===== src/rtl/alu_bist_engine.sv =====
// Self-test driver for alu_unit: LFSR operands, cycling opcode, 16-bit MISR response compaction.
// One vector per cycle while busy; pass/done registered and held in DONE until start/abort/rst.
module alu_bist_engine #(
  parameter int          NUM_VECTORS  = 64,
  parameter logic [11:0] SEED         = 12'hACE,
  parameter logic [15:0] EXPECTED_SIG = 16'h0000
) (
  input  logic        clk,
  input  logic        rst,
  input  logic        start,
  input  logic        abort,
  input  logic [5:0]  alu_ans,
  output logic [5:0]  a,
  output logic [5:0]  b,
  output logic [2:0]  fxn,
  output logic        busy,
  output logic        done,
  output logic        pass,
  output logic [15:0] signature
);

  typedef enum logic [1:0] {S_IDLE, S_RUN, S_DONE} state_t;

  // An all-zero LFSR would lock up, so a zero seed is replaced by 1.
  localparam logic [11:0] SEED_EFF = (SEED == 12'h000) ? 12'h001 : SEED;
  localparam logic [11:0] LAST_VEC = 12'(NUM_VECTORS - 1);

  state_t      state_q, state_d;
  logic [11:0] lfsr_q, lfsr_d;
  logic [11:0] vec_cnt_q, vec_cnt_d;
  logic [15:0] misr_q, misr_d;
  logic        busy_q, busy_d;
  logic        done_q, done_d;
  logic        pass_q, pass_d;

  always_comb begin
    state_d   = state_q;
    lfsr_d    = lfsr_q;
    vec_cnt_d = vec_cnt_q;
    misr_d    = misr_q;
    // abort wins over start and over last-vector completion
    if (abort) begin
      state_d   = S_IDLE;
      lfsr_d    = 12'h000;
      vec_cnt_d = 12'h000;
      misr_d    = 16'h0000;
    end else begin
      case (state_q)
        S_IDLE, S_DONE: begin
          if (start) begin
            state_d   = S_RUN;
            lfsr_d    = SEED_EFF;
            vec_cnt_d = 12'h000;
            misr_d    = 16'h0000;
          end
        end
        S_RUN: begin
          misr_d    = {misr_q[14:0], misr_q[15] ^ misr_q[14] ^ misr_q[12] ^ misr_q[3]}
                      ^ {10'b0, alu_ans};
          lfsr_d    = {lfsr_q[10:0], lfsr_q[11] ^ lfsr_q[10] ^ lfsr_q[9] ^ lfsr_q[3]};
          vec_cnt_d = vec_cnt_q + 12'h001;
          if (vec_cnt_q == LAST_VEC) state_d = S_DONE;
        end
        default: state_d = S_IDLE;
      endcase
    end
    busy_d = (state_d == S_RUN);
    done_d = (state_d == S_DONE);
    pass_d = done_d && (misr_d == EXPECTED_SIG);
  end

  always_ff @(posedge clk or posedge rst) begin
    if (rst) begin
      state_q   <= S_IDLE;
      lfsr_q    <= 12'h000;
      vec_cnt_q <= 12'h000;
      misr_q    <= 16'h0000;
      busy_q    <= 1'b0;
      done_q    <= 1'b0;
      pass_q    <= 1'b0;
    end else begin
      state_q   <= state_d;
      lfsr_q    <= lfsr_d;
      vec_cnt_q <= vec_cnt_d;
      misr_q    <= misr_d;
      busy_q    <= busy_d;
      done_q    <= done_d;
      pass_q    <= pass_d;
    end
  end

  assign a         = busy_q ? lfsr_q[11:6]     : 6'h00;
  assign b         = busy_q ? lfsr_q[5:0]      : 6'h00;
  assign fxn       = busy_q ? vec_cnt_q[2:0]   : 3'h0;
  assign busy      = busy_q;
  assign done      = done_q;
  assign pass      = pass_q;
  assign signature = misr_q;

endmodule


===== config.mk =====
export PLATFORM = sky130hd
export DESIGN_NAME = alu_bist_engine
export DESIGN_NICKNAME = d
export VERILOG_FILES = /design/src/rtl/alu_bist_engine.sv
export SDC_FILE = /design/constraint.sdc
export NUM_CORES = 1
export LEC_CHECK = 0
export CAP_MARGIN = 40
export CORE_MARGIN = 1
export CORE_UTILIZATION = 40
export CTS_CLUSTER_DIAMETER = 50
export DETAILED_ROUTE_END_ITERATION = 10
export PLACE_DENSITY = 0.74
export RECOVER_POWER = 50
export SETUP_SLACK_MARGIN = 0.15
export SLEW_MARGIN = 10
export SYNTH_ARGS = -nofsm -noshare
export SYNTH_HDL_FRONTEND = slang
export SYNTH_SLANG_ARGS = --single-unit

===== constraint.sdc =====
create_clock -name clk -period 2.15 [get_ports clk]
set_input_delay 0.3225 -clock clk [delete_from_list [all_inputs] [get_ports clk]]
set_output_delay 0.3225 -clock clk [all_outputs]
set_load 0.05 [all_outputs]

==> results.sh, run 1 <==
export IMPL_min_period_ns=1.90
export IMPL_slowest_stage="clkdlybuf4s50_1"
export IMPL_synthFlopType="dfrtp_1"
export IMPL_synthCells=213
export IMPL_dp_cells=325
export IMPL_first_pass_iters=4
export IMPL_critical_path_class="register to primary output"
export IMPL_vias=1786
export IMPL_setup_viol=0
export IMPL_crit_cells=1
export IMPL_cp_max_fo=5
export IMPL_ys_top_cells_by_area="dfrtp_1 (51%), a22o_1 (6.3%), and2_1 (4.5%)"
export IMPL_clk_path_buf_depth=2
export IMPL_core_area_um2=5240
export IMPL_synth_compound_area_share_pct=16.3
export IMPL_grt_antenna_before_repair=0
export IMPL_drt_iter0_markers=76
export IMPL_portBuffers=43
export IMPL_synth_cell_types=45
export IMPL_worstMarginPinSlew_ns=1.09
export IMPL_synth_edf_count=0
export IMPL_grt_util_all_layers_pct=17.8
export IMPL_synth_area_leader_cell="dfrtp_1"
export IMPL_seq_area_frac_synth_pct=50.6
export IMPL_finish_instance_area_um2=2810
export IMPL_startpoint_type="register"
export IMPL_die_area_um2=5860
export IMPL_globalplace_congestion=0.823
export IMPL_tns_ns=0
export IMPL_drt_drc_violations_left=0
export IMPL_worst_hold_path_num_cells=1
export IMPL_cts_resized=0
export IMPL_layout_setup_ws_ns=0.254
export IMPL_peakVddDrop_mv=0.266
export IMPL_maxCapViolCount=0
export IMPL_clkSinkCount=45
export IMPL_synth_simple_area_share_pct=23.3
export IMPL_drive_gt1_share_pct=14.4
export IMPL_synth_xor_area_share_pct=6.13
export IMPL_cp_num_buf_inv=1
export IMPL_finalClockSkew_ns=0.00645
export IMPL_rows=26
export IMPL_post_synth_mux_area_share_pct=0.506
export IMPL_dp_hpwl_um=3490
export IMPL_cts_setup_buffers=0
export IMPL_powerDensity_nw_per_um2=605
export IMPL_yosys_warnings=0
export IMPL_nFillCells=480
export IMPL_final_common_cell="dfrtp_1"
export IMPL_initial_utilization_pct=42.5
export IMPL_placed_cell_area_um2=2740
export IMPL_min_period_over_period_pct=88.2
export IMPL_cp_arrival_ns=1.57
export IMPL_synth_top_cell_area_share_pct=50.6
export IMPL_cts_buffers=5
export IMPL_avgSynthCellArea_um2=10.4
export IMPL_min_path_type="register to register"
export IMPL_slew_headroom_pct=27.4
export IMPL_totalWireLength_um=4850
export IMPL_clock_fmax_mhz=527
export IMPL_num_nets_final=273
export IMPL_rsz0062_at_grt="false"
export IMPL_end_kind="primary output"
export IMPL_status="completed"
export IMPL_synth_fa_ha_area_share_pct=0.562
export IMPL_ios=44
export IMPL_antennaDiodeCount=0
export IMPL_p_leak_uw=0.00125
export IMPL_cts_tree="done"
export IMPL_grt_max_degree=46
export IMPL_final_antenna_net_count=0
export IMPL_worstPathRequired_ns=1.83
export IMPL_dp_slack_ns=0.193
export IMPL_grt_pass1_wl_um=8220
export IMPL_yosys_register_bits=45
export IMPL_synthArstFlopShare_pct=100
export IMPL_crit_family="buffers and inverters"
export IMPL_synth_top_family_by_area="simple AND/OR/NAND/NOR gates"
export IMPL_grt_pass1_vias=1702
export IMPL_rrSetupSlack_ns=0.30
export IMPL_dieWidth_um=76.6
export IMPL_crit_chain="clkdlybuf4s50_1"
export IMPL_most_common_layout_cells="dfrtp_1 (45), clkdlybuf4s50_1 (26), nor2_1 (21), buf_4 (21)"
export IMPL_htreeDepth=2
export IMPL_clk_pin_slew_ns=0.08
export IMPL_r2r_cells=4
export IMPL_wl_per_cell_um=14.6
export IMPL_grt_overflow_total=0
export IMPL_synthesis_nets=224
export IMPL_fin_cells=333
export IMPL_clock_latency_ns=0.29
export IMPL_slew_violations=0
export IMPL_die_y_um=76.6
export IMPL_hold_buffers=0
export IMPL_finalHoldViolCount=0
export IMPL_cts_root_buf="clkbuf_8"
export IMPL_synthesis_area_um2=2220
export IMPL_vias_per_cell=5.36
export IMPL_max_stage_delay_ns=0.83
export IMPL_syn2layout_area_growth_pct=26.1
-- final cells by class --
type	count	area, um2	area share [%]
Multi-Input combinational cell	154	1040	37.1
Inverter	4	15.0	0.535
Sequential cell	45	1130	40.1
Tap cell	70	87.6	3.12
Timing Repair Buffer	52	452	16.1
Clock inverter	1	7.51	0.268
Clock buffer	7	76.3	2.72
-- power by group --
| group | leakage (uW) | internal (uW) | switching [uW] |
|---|---|---|---|
| combinational | 0.000592 | 107 | 181 |
| sequential | 0.000615 | 876 | 33.4 |
| clock | 0.0000385 | 230 | 269 |
| total | 0.00125 | 1210 | 484 |
-- synth_stat cells, types with 2 or more instances --
master and count:
nor2b_1 2, clkbuf_1 8, o21ai_0 9, xor2_1 6
o31ai_1 5, nor2_1 21, inv_1 4, o221ai_1 2
or4_1 6, a211oi_1 2, or3_1 4, and2_1 16
nand4_1 3, dfrtp_1 45, nor3_1 11, xnor2_1 7
nand2_1 10, a22o_1 16, o21a_1 2, nand2b_1 3
a21oi_1 7
-- sequential cells by signal, summed over array words and instances (netlist names) --
signal     flops
signature     16
lfsr_q        12
vec_cnt_q     12
state_q        2
busy           1
done           1
pass           1
-- logic make-up (layout without fill, tap and decap cells) --
group / after synthesis / in the layout
AO/OA/AOI/OAI: 49 / 49
XOR/XNOR: 14 / 14
adder cells (fa/ha/maj): 1 / 1
buffers and inverters: 14 / 64
flip-flops: 45 / 45
multiplexers: 1 / 1
AND/OR/NAND/NOR: 89 / 89
-- metal layers --
layer	part of all wire (%)	wire length, um	track usage [%]	vias up
met1	46	2240	22.7	878
li1	-	-	-	863
met3	3.2	156	3.35	7
met4	1.6	79	7.88	0
met5	0	0	0	-
met2	49	2370	29.4	38
-- stage by stage --
step / hold WS (ns) / power [uW] / utilization [%]
2_1_floorplan: 0.464 / 1120 / -
3_3_place_gp: 0.509 / 1220 / 52.2
3_5_place_dp: 0.507 / 1220 / 52.2
4_1_cts: 0.492 / 1720 / 53.8
5_1_grt: 0.556 / 1770 / 53.6
6_report: 0.528 / 1700 / 53.6
-- path summary, 6_finish.rpt --
path	end	start
min in group asynchronous	state_q[1]	rst
worst max register to register	pass	state_q[0]
worst max-delay path	signature[2]	signature[2]
max in group asynchronous	vec_cnt_q[10]	rst
worst min register to register	lfsr_q[8]	lfsr_q[7]
worst min-delay path	lfsr_q[8]	lfsr_q[7]
Power figures use the tool's default switching activity.
==> run 2, diff against run 1 <==
CORE_UTILIZATION = 51   (was 40)
GPL_TIMING_DRIVEN = 0   (was default)
PLACE_DENSITY = 0.89   (was 0.74)
SLEW_MARGIN = default   (was 10)
==> run 2 against run 1 <==
Net effect:
- count of clock-buffer cells in the layout fell by 1
- register-to-register slack worse by 0.03 ns
- utilization rose by 16 points
- sequential power hardly changed
- clock power is 29% higher
- via count rose by 2.3%
- design area increased by 1.3%
- non-clock buffer count grew 2
- critical path type unchanged
- largest cell class unchanged
==> results.sh, run 2 (synthesis results as in run 1) <==
export IMPL_die_area_um2=4630
export IMPL_cp_arrival_ns=1.61
export IMPL_netSwitchingPower_uw=515
export IMPL_min_period_over_period_pct=89.8
export IMPL_swShare_pct=27.9
export IMPL_clock_fmax_mhz=518
export IMPL_core_area_um2=4090
export IMPL_cp_max_fo=7
export IMPL_crit_chain="clkdlybuf4s50_1"
export IMPL_hold_buffers=0
export IMPL_rsz0062_at_grt="true"
export IMPL_cts_tree="done"
export IMPL_totalWireLength_um=5130
export IMPL_rr_startpoint="vec_cnt_q[8]"
export IMPL_placed_cell_area_um2=2740
export IMPL_startpoint_type="register"
export IMPL_drive_gt1_share_pct=12.1
export IMPL_globalplace_congestion=0.807
export IMPL_vias=1827
export IMPL_largest_register_ffs=16
export IMPL_cp_num_buf_inv=1
export IMPL_hold_ws_ns=0.513
export IMPL_clkSinkCount=45
export IMPL_cts_buffers=5
export IMPL_rows=23
export IMPL_slowest_stage="clkdlybuf4s50_1"
export IMPL_htreeDepth=2
export IMPL_ios=44
export IMPL_cts_root_buf="clkbuf_8"
export IMPL_first_pass_iters=4
export IMPL_dieWidth_um=68.0
export IMPL_slew_headroom_pct=50.1
export IMPL_rrSetupSlack_ns=0.27
export IMPL_slew_violations=0
export IMPL_utilization_pct=69.5
export IMPL_initial_utilization_pct=54.4
export IMPL_die_y_um=68.0
export IMPL_finish_instance_area_um2=2840
export IMPL_p_leak_uw=0.00126
export IMPL_seqPwrFrac_pct=49.3
export IMPL_worstMarginPinSlew_ns=0.748
export IMPL_clock_latency_ns=0.30
export IMPL_portBuffers=43
export IMPL_max_stage_delay_ns=0.85
export IMPL_grt_util_all_layers_pct=24.8
export IMPL_finalHoldViolCount=0
export IMPL_grt_pass1_vias=1681
export IMPL_clk_pin_slew_ns=0.08
export IMPL_power_frac_clock_pct=34.9
export IMPL_comb_power_share_pct=15.8
export IMPL_grt_overflow_total=0
export IMPL_final_common_cell="dfrtp_1"
export IMPL_most_common_layout_cells="dfrtp_1 (45), clkdlybuf4s50_1 (26), nor2_1 (21)"
export IMPL_maxCapViolCount=0
export IMPL_setup_viol=0
export IMPL_grt_max_degree=32
export IMPL_critical_path_class="register to primary output"
export IMPL_crit_family="buffers and inverters"
export IMPL_r2r_cells=4
export IMPL_min_path_type="input pin to asynchronous set/reset pin"
export IMPL_drt_iter0_markers=148
export IMPL_grt_antenna_before_repair=0
export IMPL_min_period_ns=1.93
export IMPL_p_int_uw=1330
export IMPL_wl_per_cell_um=16.3
export IMPL_powerDensity_nw_per_um2=649
export IMPL_final_antenna_net_count=0
export IMPL_worstPathRequired_ns=1.83
export IMPL_drt_drc_violations_left=0
export IMPL_peakVddDrop_mv=0.417
export IMPL_grt_pass1_wl_um=8300
export IMPL_syn2layout_area_growth_pct=27.7
export IMPL_vias_per_cell=5.80
export IMPL_dp_hpwl_um=3680
export IMPL_clk_path_buf_depth=2
export IMPL_r2r_end="pass"
export IMPL_end_kind="primary output"
export IMPL_antennaDiodeCount=0
export IMPL_num_nets_final=275
export IMPL_finalClockSkew_ns=0.00799
export IMPL_status="completed"
==> run 2: changes by cell type in the layout (fill, tap and decap cells not counted), sizes merged <==
| cell | delta |
|---|---|
| dlygate4sd2 | +5 |
| clkdlybuf4s15 | +9 |
| clkinvlp | -1 |
| bufinv | +1 |
| clkbuf | +6 |
| buf | -19 |
| inv | +1 |
==> run 2: metal layers <==
metal	vias to the layer above	wire length, um	part of all wire, %	global-route usage [%]
met5	-	0	0	0
met4	0	50	0.97	6.77
met3	6	290	5.6	6.00
met2	57	2530	49	39.5
met1	893	2260	44	33.6
li1	871	-	-	-
==> run 2: area by class of cell <==
class / instances / area, um2
buffer: 10 / 47.5
multi-input combinational: 154 / 1040
inverter: 4 / 15.0
clock buffer: 6 / 72.6
fill: 330 / 1240
timing repair buffer: 44 / 435
sequential: 45 / 1130
tap: 50 / 62.6
clock inverter: 2 / 38.8
==> run 2: worst max path at each step <==
| stage | start | endpoint | slack, ns | cells past startpoint |
|---|---|---|---|---|
| final | busy | busy | 0.22 | 1 |
| after global routing | state_q[1] | vec_cnt_q[7] | 0.13 | 5 |
| after floorplan | signature[10] | pass | 0.32 | 4 |
| after CTS | busy | b[2] | 0.08 | 3 |
| after detailed placement | abort | lfsr_q[8] | -0.27 | 5 |
| after global placement | abort | signature[14] | -0.19 | 5 |
==> run 2: power groups by stage <==
stage,Clock [uW],Sequential [uW],Combinational [uW]
after floorplan,0,946,171
after global placement,0,923,286
after detailed placement,0,924,299
after CTS,649,908,297
after global routing,687,914,314
final,644,908,291
==> run 2: what timing repair did <==
item	in CTS	in global routing
pin swaps	0	0
cloned	0	0
gates resized for setup	35	8
buffers inserted	0	0
endpoints found under the setup margin	26	31
hold endpoints to repair	0	0
==> run 2: through the flow <==
step | total power, uW | setup WS (ns) | setup TNS, ns | std cells
after detailed placement | 1220 | -0.270 | -2.64 | 307
after global placement | 1210 | -0.191 | -6.81 | 306
after CTS | 1850 | 0.0808 | 0 | 315
after global routing | 1910 | 0.128 | 0 | 315
final | 1840 | 0.219 | 0 | 315
after floorplan | 1120 | 0.324 | 0 | 213
